File: src/rtl/servo_pkg.sv
// servo_pkg: shared defaults, state encoding and clamp helper for the servo PWM generator.
package servo_pkg;
  localparam int DEF_CLKS_PER_US = 50;
  localparam int DEF_PERIOD_US = 20000;
  localparam int DEF_MIN_US = 1000;
  localparam int DEF_MAX_US = 2000;
  localparam int DEF_CENTER_US = 1500;
  localparam int DEF_SLEW_US = 10;
  typedef enum logic {IDLE, RUN} state_t;
  function automatic logic [15:0] clamp16(input logic [15:0] v, input logic [15:0] lo, input logic [15:0] hi);
    return v < lo ? lo : (v > hi ? hi : v);
  endfunction
endpackage

File: src/rtl/servo_us_tick.sv
// servo_us_tick: prescaler giving a one-cycle tick every CLKS_PER_US clocks, with synchronous clear.
module servo_us_tick
  import servo_pkg::*;
#(
  parameter int CLKS_PER_US = DEF_CLKS_PER_US
) (
  input  logic clk,
  input  logic reset_n,
  input  logic clr,
  output logic tick
);
  localparam int W = CLKS_PER_US > 1 ? $clog2(CLKS_PER_US) : 1;
  logic [W-1:0] pre_cnt;
  assign tick = pre_cnt == W'(CLKS_PER_US - 1);
  always_ff @(posedge clk or negedge reset_n)
    if (!reset_n) pre_cnt <= '0;
    else pre_cnt <= (clr || tick) ? '0 : pre_cnt + 1'b1;
endmodule

File: src/rtl/servo_pwm_gen.sv
// servo_pwm_gen: fixed-period servo PWM with clamped width latched at frame boundaries.
// Optional per-frame slew limiting is built when SERVO_PWM_SLEW_EN is defined.
module servo_pwm_gen
  import servo_pkg::*;
#(
  parameter int CLKS_PER_US = DEF_CLKS_PER_US,
  parameter int PERIOD_US = DEF_PERIOD_US,
  parameter int MIN_US = DEF_MIN_US,
  parameter int MAX_US = DEF_MAX_US,
  parameter int CENTER_US = DEF_CENTER_US,
  parameter int SLEW_US = DEF_SLEW_US
) (
  input  logic        clk,
  input  logic        reset_n,
  input  logic        enable,
  input  logic [15:0] pulse_us,
  output logic        servo_out,
  output logic        frame_start,
  output logic [15:0] width_us,
  output logic        clamped
);
`ifdef SERVO_PWM_SLEW_EN
  localparam bit SLEW_EN = 1'b1;
`else
  localparam bit SLEW_EN = 1'b0;
`endif
  // Without slew limiting the step is unbounded, so the width jumps straight to target.
  localparam logic [15:0] STEP = SLEW_EN ? 16'(SLEW_US) : 16'hffff;
  state_t state, state_next;
  logic tick, boundary;
  logic [15:0] us_cnt, us_next, target, diff, width_next, width_new;
  servo_us_tick #(.CLKS_PER_US(CLKS_PER_US)) u_tick (
    .clk(clk),
    .reset_n(reset_n),
    .clr(!enable || boundary),
    .tick(tick)
  );
  always_comb begin
    state_next = enable ? RUN : IDLE;
    boundary = enable && (state == IDLE || (tick && us_cnt == 16'(PERIOD_US - 1)));
    target = clamp16(pulse_us, 16'(MIN_US), 16'(MAX_US));
    diff = target > width_us ? target - width_us : width_us - target;
    width_next = diff <= STEP ? target : (target > width_us ? width_us + STEP : width_us - STEP);
    width_new = boundary ? width_next : width_us;
    us_next = boundary ? '0 : us_cnt + 16'(tick);
  end
  always_ff @(posedge clk or negedge reset_n)
    if (!reset_n) state <= IDLE;
    else state <= state_next;
  always_ff @(posedge clk or negedge reset_n)
    if (!reset_n) begin
      servo_out <= 1'b0;
      frame_start <= 1'b0;
      width_us <= 16'(CENTER_US);
      clamped <= 1'b0;
      us_cnt <= '0;
    end else begin
      frame_start <= boundary;
      us_cnt <= enable ? us_next : '0;
      servo_out <= enable && us_next < width_new;
      width_us <= width_new;
      if (boundary) clamped <= pulse_us < 16'(MIN_US) || pulse_us > 16'(MAX_US);
    end
endmodule
File: config.mk
export PLATFORM = sky130hd
export DESIGN_NAME = servo_pwm_gen
export DESIGN_NICKNAME = d
export VERILOG_FILES = /design/src/rtl/servo_pkg.sv /design/src/rtl/servo_us_tick.sv /design/src/rtl/servo_pwm_gen.sv
export SDC_FILE = /design/constraint.sdc
export NUM_CORES = 1
export LEC_CHECK = 0
export CORE_MARGIN = 10
export CORE_UTILIZATION = 51
export CTS_BUF_LIST = sky130_fd_sc_hd__clkbuf_2 sky130_fd_sc_hd__clkbuf_4 sky130_fd_sc_hd__clkbuf_8
export DETAILED_ROUTE_END_ITERATION = 10
export GPL_TIMING_DRIVEN = 1
export PLACE_DENSITY_LB_ADDON = 0.2
export SYNTH_ARGS = -nofsm -noshare
export SYNTH_HDL_FRONTEND = slang
export SYNTH_SLANG_ARGS = --single-unit
File: constraint.sdc
create_clock -name clk -period 2.9 [get_ports clk]
set_input_delay 0.87 -clock clk [delete_from_list [all_inputs] [get_ports clk]]
set_output_delay 0.87 -clock clk [all_outputs]
set_load 0.1 [all_outputs]
After elaboration in Yosys (flattened, before gate mapping)
Index checks and enable logic that the tools add are counted.
{"block": "word_totals", "regBits": 42, "in_bits": 19, "output_inout_bits": 19, "wordCells": 39}
{"block": "classes", "add_sub_neg": 6, "magnitude_cmp": 5, "n_eq_ne": 2, "muxes": 10, "bitwise_logic": 1, "reduce_logical": 8}
{"cell": "16-bit 2-to-1 mux", "count": 8}
{"cell": "16-bit subtractor", "count": 2}
{"cell": "16-bit by 1-bit adder with 16-bit output", "count": 1}
{"cell": "16-bit adder, second input constant", "count": 1}
{"cell": "16-bit by 15-bit equality test with 1-bit output, second input constant", "count": 1}
{"cell": "16-bit by 11-bit greater-than comparator with 1-bit output, second input constant", "count": 1}
{"cell": "16-bit greater-than comparator", "count": 1}
{"cell": "16-bit <= comparator, second input constant", "count": 1}
{"cell": "16-bit by 10-bit < comparator with 1-bit output, second input constant", "count": 1}
{"cell": "16-bit < comparator", "count": 1}
{"cell": "16-bit subtractor, second input constant", "count": 1}
{"cell": "6-bit by 1-bit adder with 6-bit output, second input constant", "count": 1}
{"cell": "6-bit equality test, second input constant", "count": 1}
{"cell": "6-bit 2-to-1 mux", "count": 1}
{"cell": "1-bit logical OR", "count": 4}
{"cell": "1-bit logical AND", "count": 3}
{"cell": "1-bit logical NOT", "count": 1}
{"cell": "1-bit 2-to-1 mux", "count": 1}
{"cell": "1-bit inverter", "count": 1}

Logic depth before layout (Yosys ltp)
Gate-level depths: netlist of the first run.
{"block": "depth", "ltp_word": 10, "depth_mapped": 17, "mapped_depth_nobuf": 17}

Modules after synthesis
A second synthesis of the first run with hierarchy kept.
{"block": "unflattened", "cells_unflattened": 247, "area_unflattened_um2": 2461.1}
{"mod": "servo_pwm_gen", "instances": 1, "cells_per_inst": 221, "area_per_inst_um2": 2179.6, "seq_area_each_um2": 909.6}
{"mod": "servo_us_tick", "instances": 1, "cells_per_inst": 26, "area_per_inst_um2": 281.5, "seq_area_each_um2": 150.1}

Worst setup path before layout of the first run
Ideal clock, no wire load.
{"block": "synth_path", "path_kind": "in2reg", "from": "input port pulse_us[3]", "to": "register servo_out", "setup_ns": 0.088, "arrival_ns": 3.028, "required_time_ns": 2.812, "path_slack_ns": -0.216, "stages": 11, "cell_sequence": "o41a_1 -> o2111ai_1 -> nand3b_1 -> or2_0 -> mux2i_1 -> ha_1 -> a21o_1 -> a21o_1 -> a221oi_1 -> o211ai_1 -> a41oi_1"}
{"block": "synth_between", "elab_chain_len": 10, "word_cells_on_any_way": 14}
{"element": "start, declared", "line": "servo_pwm_gen.sv:16", "source": "input logic [15:0] pulse_us,"}
{"element": "16-bit by 11-bit greater-than comparator with 1-bit output", "line": "servo_pkg.sv:11", "source": "return v < lo ? lo : (v > hi ? hi : v);"}
{"element": "16-bit 2-to-1 mux", "line": "servo_pkg.sv:11"}
{"element": "16-bit 2-to-1 mux (*)", "line": "servo_pkg.sv:11"}
{"element": "16-bit subtractor / 16-bit greater-than comparator (equally long branches)", "line": "servo_pwm_gen.sv:42, servo_pwm_gen.sv:43"}
{"element": "16-bit 2-to-1 mux", "line": "servo_pwm_gen.sv:42", "source": "diff = target > width_us ? target - width_us : width_us - target;"}
{"element": "16-bit <= comparator", "line": "servo_pwm_gen.sv:43", "source": "width_next = diff <= STEP ? target : (target > width_us ? width_us + STEP : width_us - STEP);"}
{"element": "16-bit 2-to-1 mux (*)", "line": "servo_pwm_gen.sv:43"}
{"element": "16-bit 2-to-1 mux (*)", "line": "servo_pwm_gen.sv:44", "source": "width_new = boundary ? width_next : width_us;"}
{"element": "16-bit < comparator (*)", "line": "servo_pwm_gen.sv:60", "source": "servo_out <= enable && us_next < width_new;"}
{"element": "1-bit logical AND (*)", "line": "servo_pwm_gen.sv:60"}
{"element": "end signal, assigned", "line": "servo_pwm_gen.sv:60"}
{"element": "end, declared", "line": "servo_pwm_gen.sv:17", "source": "output logic servo_out,"}
Every way passes the cells marked *; elsewhere a longest branch is shown, timed or not.
A chain may end at the register's enable or synchronous reset.

Worst setup path after layout of the first run
{"block": "layout_path", "from": "input port pulse_us[2]", "to": "register servo_out"}
Same word-level chain as after synthesis.

==> insert_results.sql, run 1 <==
INSERT INTO impl_metrics (metric_group, metric, value, unit) VALUES
('status', 'status', 'complete, but fails checks', ''),
('status', 'violations', 'setup timing', ''),
('routing', 'post_drt_wl_per_cell', '14.94', 'µm'),
('floorplan', 'die_area', '8099', 'µm²'),
('critical_path', 'crit_family', 'compound AO/OA/AOI/OAI gates', ''),
('placement', 'dp_worst_setup_slack', '-841.1', 'ps'),
('clocking', 'tritoncts.num_buffers', '5', ''),
('logic_synthesis', 'postSynthRegisterBits', '42', ''),
('clocking', 'htreeDepth', '2', ''),
('routing', 'wl', '6050', 'µm'),
('logic_synthesis', 'total_nets_after_synthesis', '284', ''),
('placement', 'routabilityCongestion', '0.7870', ''),
('clocking', 'clk_latency', '300', 'ps'),
('logic_synthesis', 'synth_largest_type_area_fraction', '35.05', '%'),
('routing', 'detail_route.first_pass.iterations', '4', ''),
('routing', 'ant_nets', '0', ''),
('critical_path', 'critical_path.n_buffers_inverters', '1', ''),
('critical_path', 'critical_path_class', 'input port to register', ''),
('logic_synthesis', 'synth_ff_type', 'sky130_fd_sc_hd__dfrtp_1', ''),
('logic_synthesis', 'synth_warnings', '0', ''),
('critical_path', 'worst_setup_path_start_kind', 'input port', ''),
('pwr', 'irDropWorstVdd', '0.1933', 'mV'),
('timing', 'finalHoldViolations', '0', ''),
('timing', 'setup_repair_after_global_routing_missed_its_margin', 'yes', ''),
('final_layout', 'drive_gt1_share', '37.87', '%'),
('logic_synthesis', 'postSynth.asyncResetShare', '100.0', '%'),
('grt', 'grt_start_max_net_pins', '43', ''),
('floorplan', 'dieHeight', '90.00', 'µm'),
('placement', 'post-dp-hpwl', '4552', 'µm'),
('critical_path', 'timing.critical_path.slowest_cell_delay', '420', 'ps'),
('critical_path', 'timing.critical_path.cells', 'buf_8 -> o41a_1 -> o2111ai_2 -> nand3b_1 -> or2_1 -> mux2i_1 -> ha_1 -> a21o_1 -> a21o_1 -> a221oi_2 -> o211ai_1 -> a41oi_1', ''),
('final_layout', 'final_layout_net_count', '375', ''),
('timing', 'post-route-worst-setup-slack', '-134.6', 'ps'),
('floorplan', 'core_area', '4723', 'µm²'),
('final_layout', 'final_core_util', '72.74', '%'),
('grt', 'via_count_of_the_first_global_routing_pass', '2231', ''),
('clocking', 'cts.reportedPaths.clkPinSlew', '80', 'ps'),
('floorplan', 'initial_cell_density_of_the_core', '52.90', '%'),
('clocking', 'clock_tree.root_cell', 'sky130_fd_sc_hd__clkbuf_8', ''),
('logic_synthesis', 'synthesis.area', '2499', 'µm²'),
('timing', 'pins_over_slew_limit', '0', ''),
('final_layout', 'final_cells', '405', ''),
('logic_synthesis', 'synth_seq_area_share', '42.41', '%'),
('critical_path', 'critical_path_endpoint_category', 'register', ''),
('logic_synthesis', 'number_of_enable_flip_flop_cells_after_synthesis', '0', ''),
('timing', 'finalSetupTns', '-134.6', 'ps'),
('timing', 'period_share', '104.6', '%'),
('final_layout', 'nFillCells', '353', ''),
('critical_path', 'timing.critical_path.arrival', '3250', 'ps'),
('final_layout', 'antenna-diode-count', '0', ''),
('placement', 'port_buffer_cells', '37', ''),
('final_layout', 'area_growth_syn_to_layout', '37.51', '%'),
('critical_path', 'timing.critical_path.fanout_max', '4', ''),
('grt', 'grt_remaining_overflow', '0', ''),
('timing', 'final.min_clock_period', '3035', 'ps'),
('routing', 'remaining_drc_errors', '0', ''),
('logic_synthesis', 'postSynthCellCount', '246', ''),
('job', 'maxCapViolCount', '0', ''),
('logic_synthesis', 'postSynthAreaPerCell', '10.16', 'µm²'),
('timing', 'setup_viol', '1', ''),
('critical_path', 'crit_path_frequent_cell', 'sky130_fd_sc_hd__a21o_1', ''),
('clocking', 'maximum_buffer_depth_of_the_clock_tree', '2', ''),
('grt', 'globalRouteTotalUtil', '15.01', '%'),
('floorplan', 'rows', '25', ''),
('floorplan', 'top_level_ports', '38', ''),
('routing', 'vias_per_cell', '5.126', ''),
('clocking', 'cts_sinks', '42', ''),
('timing', 'fin_worst_hold_slack', '521.2', 'ps'),
('routing', 'drtIter0Drc', '87', ''),
('grt', 'initial_antenna_violation_count', '0', ''),
('critical_path', 'timing.critical_path.slowest_stage_cell', 'sky130_fd_sc_hd__o41a_1', '');
[registers in the layout, summed over array words and instances (netlist names)]
signal / flops
us_cnt: 16
servo_out: 1
u_tick.pre_cnt: 6
state: 1
width_us: 16
frame_start: 1
clamped: 1
[cell type report]
type                       instances  area [µm²]  share of cell area (%)
sequential                        42        1060                   30.84
clock inverter                     2       12.51                  0.3642
multi-input combinational        185        1450                   42.21
inverter                          11       42.54                   1.238
clock buffer                       6       82.58                   2.403
tap                               67       83.83                   2.440
timing repair buffer              92       704.4                   20.50
[cell families (layout without fill, tap and decap cells)]
kind of cell | count (synthesis) | count (layout) | share of synthesized area [%]
AOI/OAI and AO/OA | 31 | 31 | 9.564
xor gates and xnor gates | 18 | 18 | 6.309
adders and majority gates | 19 | 19 | 9.514
buffers and inverters | 19 | 111 | 4.556
DFF | 42 | 42 | 42.41
muxes | 16 | 16 | 7.411
and+or+nand+nor | 101 | 101 | 20.23
[repair_timing]
item | 4_1_cts | 5_1_grt
pin swaps | 12 | 13
buffers inserted | 5 | 2
hold endpoints to repair | 0 | 0
setup endpoints to repair | 1 | 1
gates cloned | 0 | 0
gates resized for setup | 40 | 18
[final timing paths]
path,startpoint,depth (start not counted),slack [ps],endpoint
max in group asynchronous,reset_n,1,1610,width_us[5]
min in group asynchronous,reset_n,1,710,us_cnt[14]
worst min register to register,width_us[12],1,520,width_us[12]
worst min-delay path,width_us[12],1,520,width_us[12]
worst max-delay path,pulse_us[2],12,-130,servo_out
worst max register to register,u_tick.pre_cnt[1],18,-70,servo_out
[synth_stat cells (3+ instances only)]
master                     n
sky130_fd_sc_hd__dfrtp_1  35
sky130_fd_sc_hd__and3_1    5
sky130_fd_sc_hd__a21oi_1   5
sky130_fd_sc_hd__xor2_1   11
sky130_fd_sc_hd__xnor2_1   7
sky130_fd_sc_hd__or2_0     4
sky130_fd_sc_hd__and2_1    7
sky130_fd_sc_hd__dfstp_2   7
sky130_fd_sc_hd__inv_1    10
sky130_fd_sc_hd__nand2_1  12
sky130_fd_sc_hd__nand4_1   4
sky130_fd_sc_hd__mux2_4    4
sky130_fd_sc_hd__mux2_1    4
sky130_fd_sc_hd__ha_1     19
sky130_fd_sc_hd__buf_6     3
sky130_fd_sc_hd__a21o_1    6
sky130_fd_sc_hd__nor2_1   42
sky130_fd_sc_hd__nand3_1  11
sky130_fd_sc_hd__mux2i_1   8
[report_power, final]
group,switching (mW),internal (mW)
Combinational,0.0895,0.0585
Clock,0.210,0.192
Sequential,0.00421,0.593
[metal layers]
layer,up-vias,routed length (µm),GRT usage [%]
met4,0,82,4.111
met5,-,0,0
li1,1028,-,-
met2,39,2887,25.24
met3,8,229,3.408
met1,1001,2849,18.78
(Power assumes the default switching activity.)
==> run 2: changes to the inputs <==
Settings changed: CORE_MARGIN 10 to 5.
==> insert_results.sql, run 2 (synthesized netlist as in run 1, its figures left out) <==
INSERT INTO impl_metrics (metric_group, metric, value, unit) VALUES
('routing', 'wl', '5718', 'µm'),
('placement', 'number_of_cells_after_detailed_placement', '389', ''),
('job', 'maxCapViolCount', '0', ''),
('timing', 'finalHoldViolations', '0', ''),
('placement', 'place_area', '3201', 'µm²'),
('critical_path', 'reg2reg_to', 'servo_out', ''),
('status', 'violations', 'setup timing', ''),
('status', 'status', 'complete, but fails checks', ''),
('critical_path', 'critical_path.startpoint', 'pulse_us[10]', ''),
('critical_path', 'rr_worst_depth', '18', ''),
('floorplan', 'die_wd', '80.00', 'µm'),
('critical_path', 'timing.critical_path.required', '3100', 'ps'),
('clocking', 'tritoncts.num_buffers', '5', ''),
('timing', 'post-route-worst-setup-slack', '-181.0', 'ps'),
('grt', 'use_met2', '33.03', '%'),
('placement', 'routabilityCongestion', '0.8752', ''),
('critical_path', 'critical_path_class', 'input port to register', ''),
('grt', 'grt_busiest_layer', 'met2', ''),
('grt', 'via_count_of_the_first_global_routing_pass', '2161', ''),
('final_layout', 'area_growth_syn_to_layout', '37.16', '%'),
('routing', 'remaining_drc_errors', '0', ''),
('timing', 'setup_repair_after_global_routing_missed_its_margin', 'yes', ''),
('placement', 'port_buffer_cells', '37', ''),
('pwr', 'p_leak', '1.654', 'nW'),
('clocking', 'postCtsHoldBufs', '0', ''),
('routing', 'drtIter0Drc', '101', ''),
('timing', 'final.setup_skew', '8.765', 'ps'),
('timing', 'setup_viol', '1', ''),
('grt', 'global_route.usage.met3', '4.402', '%'),
('grt', 'globalRouteTotalUtil', '19.60', '%'),
('critical_path', 'timing.critical_path.arrival', '3280', 'ps'),
('final_layout', 'area.sequential', '1060', 'µm²'),
('floorplan', 'die_area', '6399', 'µm²'),
('timing', 'finalSetupTns', '-181.0', 'ps'),
('clocking', 'clock_tree.root_cell', 'sky130_fd_sc_hd__clkbuf_8', ''),
('routing', 'detail_route.first_pass.iterations', '5', ''),
('critical_path', 'timing.critical_path.fanout_max', '4', ''),
('clocking', 'htreeDepth', '2', ''),
('placement', 'post-dp-hpwl', '4283', 'µm'),
('pwr', 'netSwitchingFraction', '25.31', '%'),
('routing', 'vias_per_cell', '5.194', ''),
('timing', 'fin_worst_hold_slack', '514.4', 'ps'),
('final_layout', 'antenna-diode-count', '0', ''),
('final_layout', 'biggestRegsByFlops', 'us_cnt x16, width_us x16, u_tick.pre_cnt x6', ''),
('pwr', 'switchingPower', '287.7', 'µW'),
('grt', 'gr-usage-met1', '25.58', '%'),
('critical_path', 'worst_setup_path_start_kind', 'input port', ''),
('min_path', 'holdCritPathClass', 'register to register', ''),
('floorplan', 'core_area', '4755', 'µm²'),
('clocking', 'cts_tree', 'yes', ''),
('routing', 'post_drt_wl_per_cell', '14.19', 'µm'),
('final_layout', 'drive_gt1_share', '37.80', '%'),
('clocking', 'clk_latency', '290', 'ps'),
('pwr', 'power_frac_clock', '35.0', '%'),
('floorplan', 'top_level_ports', '38', ''),
('critical_path', 'critical_path_endpoint_category', 'register', ''),
('timing', 'final.min_clock_period', '3081', 'ps'),
('min_path', 'min-delay-start', 'width_us[15]', ''),
('grt', 'grt_start_max_net_pins', '43', ''),
('floorplan', 'initial_cell_density_of_the_core', '52.55', '%'),
('timing', 'max_slew.worst_pin.slew', '941.1', 'ps'),
('final_layout', 'final_common_cell', 'sky130_fd_sc_hd__buf_4', ''),
('min_path', 'min_delay_path_depth', '1', ''),
('min_path', 'timing.hold.worst_endpoint', 'width_us[15]', ''),
('final_layout', 'nFillCells', '381', ''),
('floorplan', 'rows', '25', ''),
('routing', 'vias', '2093', ''),
('final_layout', 'final_cells', '403', ''),
('final_layout', 'final_core_util', '72.08', '%'),
('critical_path', 'ff2ff_setup_slack', '-80', 'ps'),
('grt', 'initial_antenna_violation_count', '0', ''),
('pwr', 'irDropWorstVdd', '0.2020', 'mV'),
('critical_path', 'timing.rr.start', 'u_tick.pre_cnt[1]', ''),
('routing', 'ant_nets', '0', ''),
('pwr', 'combinationalPowerShare', '12.5', '%'),
('grt', 'grt_first_pass_wirelength', '9673', 'µm'),
('clocking', 'cts_sinks', '42', ''),
('grt', 'grt_remaining_overflow', '0', ''),
('final_layout', 'final_layout_net_count', '373', ''),
('clocking', 'cts.reportedPaths.clkPinSlew', '70', 'ps'),
('timing', 'pins_over_slew_limit', '0', ''),
('final_layout', 'mostFrequentLayoutCells', 'sky130_fd_sc_hd__buf_4, sky130_fd_sc_hd__nor2_1, sky130_fd_sc_hd__dfrtp_1', ''),
('pwr', 'internal-power', '849.1', 'µW'),
('final_layout', 'finalInstanceArea', '3427', 'µm²'),
('pwr', 'power.sequential.fraction', '52.5', '%'),
('clocking', 'maximum_buffer_depth_of_the_clock_tree', '2', ''),
('floorplan', 'dieHeight', '80.00', 'µm'),
('timing', 'period_share', '106.2', '%'),
('timing', 'clock.fmax', '324.6', 'MHz'),
('final_layout', 'multi_input_comb_area', '1444', 'µm²'),
('timing', 'timing.slew.headroom', '37.26', '%'),
('pwr', 'cellPowerDensity', '331.7', 'nW/µm²');
## run 2: cell types whose count changed in the layout (fill, tap and decap cells not counted), sizes merged
cell / previous run / this run
clkbuf: 9 / 8
clkinvlp: 1 / 0
clkdlybuf4s50: 2 / 3
dlymetal6s2s: 1 / 0
## run 2: critical path, stage by stage
cell	delay, ps
sky130_fd_sc_hd__clkdlybuf4s50_1	530
sky130_fd_sc_hd__o2111ai_2	130
sky130_fd_sc_hd__buf_4	160
sky130_fd_sc_hd__and2_4	160
sky130_fd_sc_hd__a21oi_2	140
sky130_fd_sc_hd__mux2i_1	90
sky130_fd_sc_hd__ha_1	330
sky130_fd_sc_hd__a2111oi_2	350
sky130_fd_sc_hd__o21ai_1	110
sky130_fd_sc_hd__o211ai_1	110
sky130_fd_sc_hd__o211ai_1	110
sky130_fd_sc_hd__a41oi_1	160
## run 2: power groups by stage
stage          Clock (mW)  Combinational (mW)  Sequential (mW)
2_1_floorplan           0              0.0452            0.639
3_3_place_gp            0               0.141            0.608
3_5_place_dp            0               0.143            0.608
4_1_cts             0.413               0.142            0.597
5_1_grt             0.440               0.152            0.598
6_report            0.398               0.142            0.597
## run 2: how the worst max path moves through the flow
| stage | to | cells past startpoint |
|---|---|---|
| finish | servo_out | 12 |
| global route | servo_out | 18 |
| CTS | servo_out | 12 |
| detailed placement | servo_out | 12 |
| global placement | servo_out | 12 |
| floorplan | servo_out | 11 |
## run 2: area by class of cell
class                      count  share of cell area (%)
sequential                    42                   30.92
clock inverter                 1                  0.1460
inverter                      11                   1.241
clock buffer                   7                   2.629
timing repair buffer          90                   20.48
multi-input combinational    185                   42.13
tap                           67                   2.446
## run 2: stage by stage
step           setup slack, ps  power (mW)
6_report                -181.0       1.137
3_3_place_gp            -769.2      0.7493
3_5_place_dp            -807.3      0.7506
2_1_floorplan           -182.2      0.6837
4_1_cts                 -162.0       1.151
5_1_grt                 -324.4       1.190
## run 2: routing by layer
metal	wire (µm)	up-vias
met2	2829	51
li1	-	1025
met5	0	-
met3	305	4
met4	40	0
met1	2542	1013
## run 2: repair_timing
item / in CTS / in global routing
pin swaps: 15 / 13
setup endpoints to repair: 1 / 1
setup buffers: 5 / 1
gates resized for setup: 50 / 8
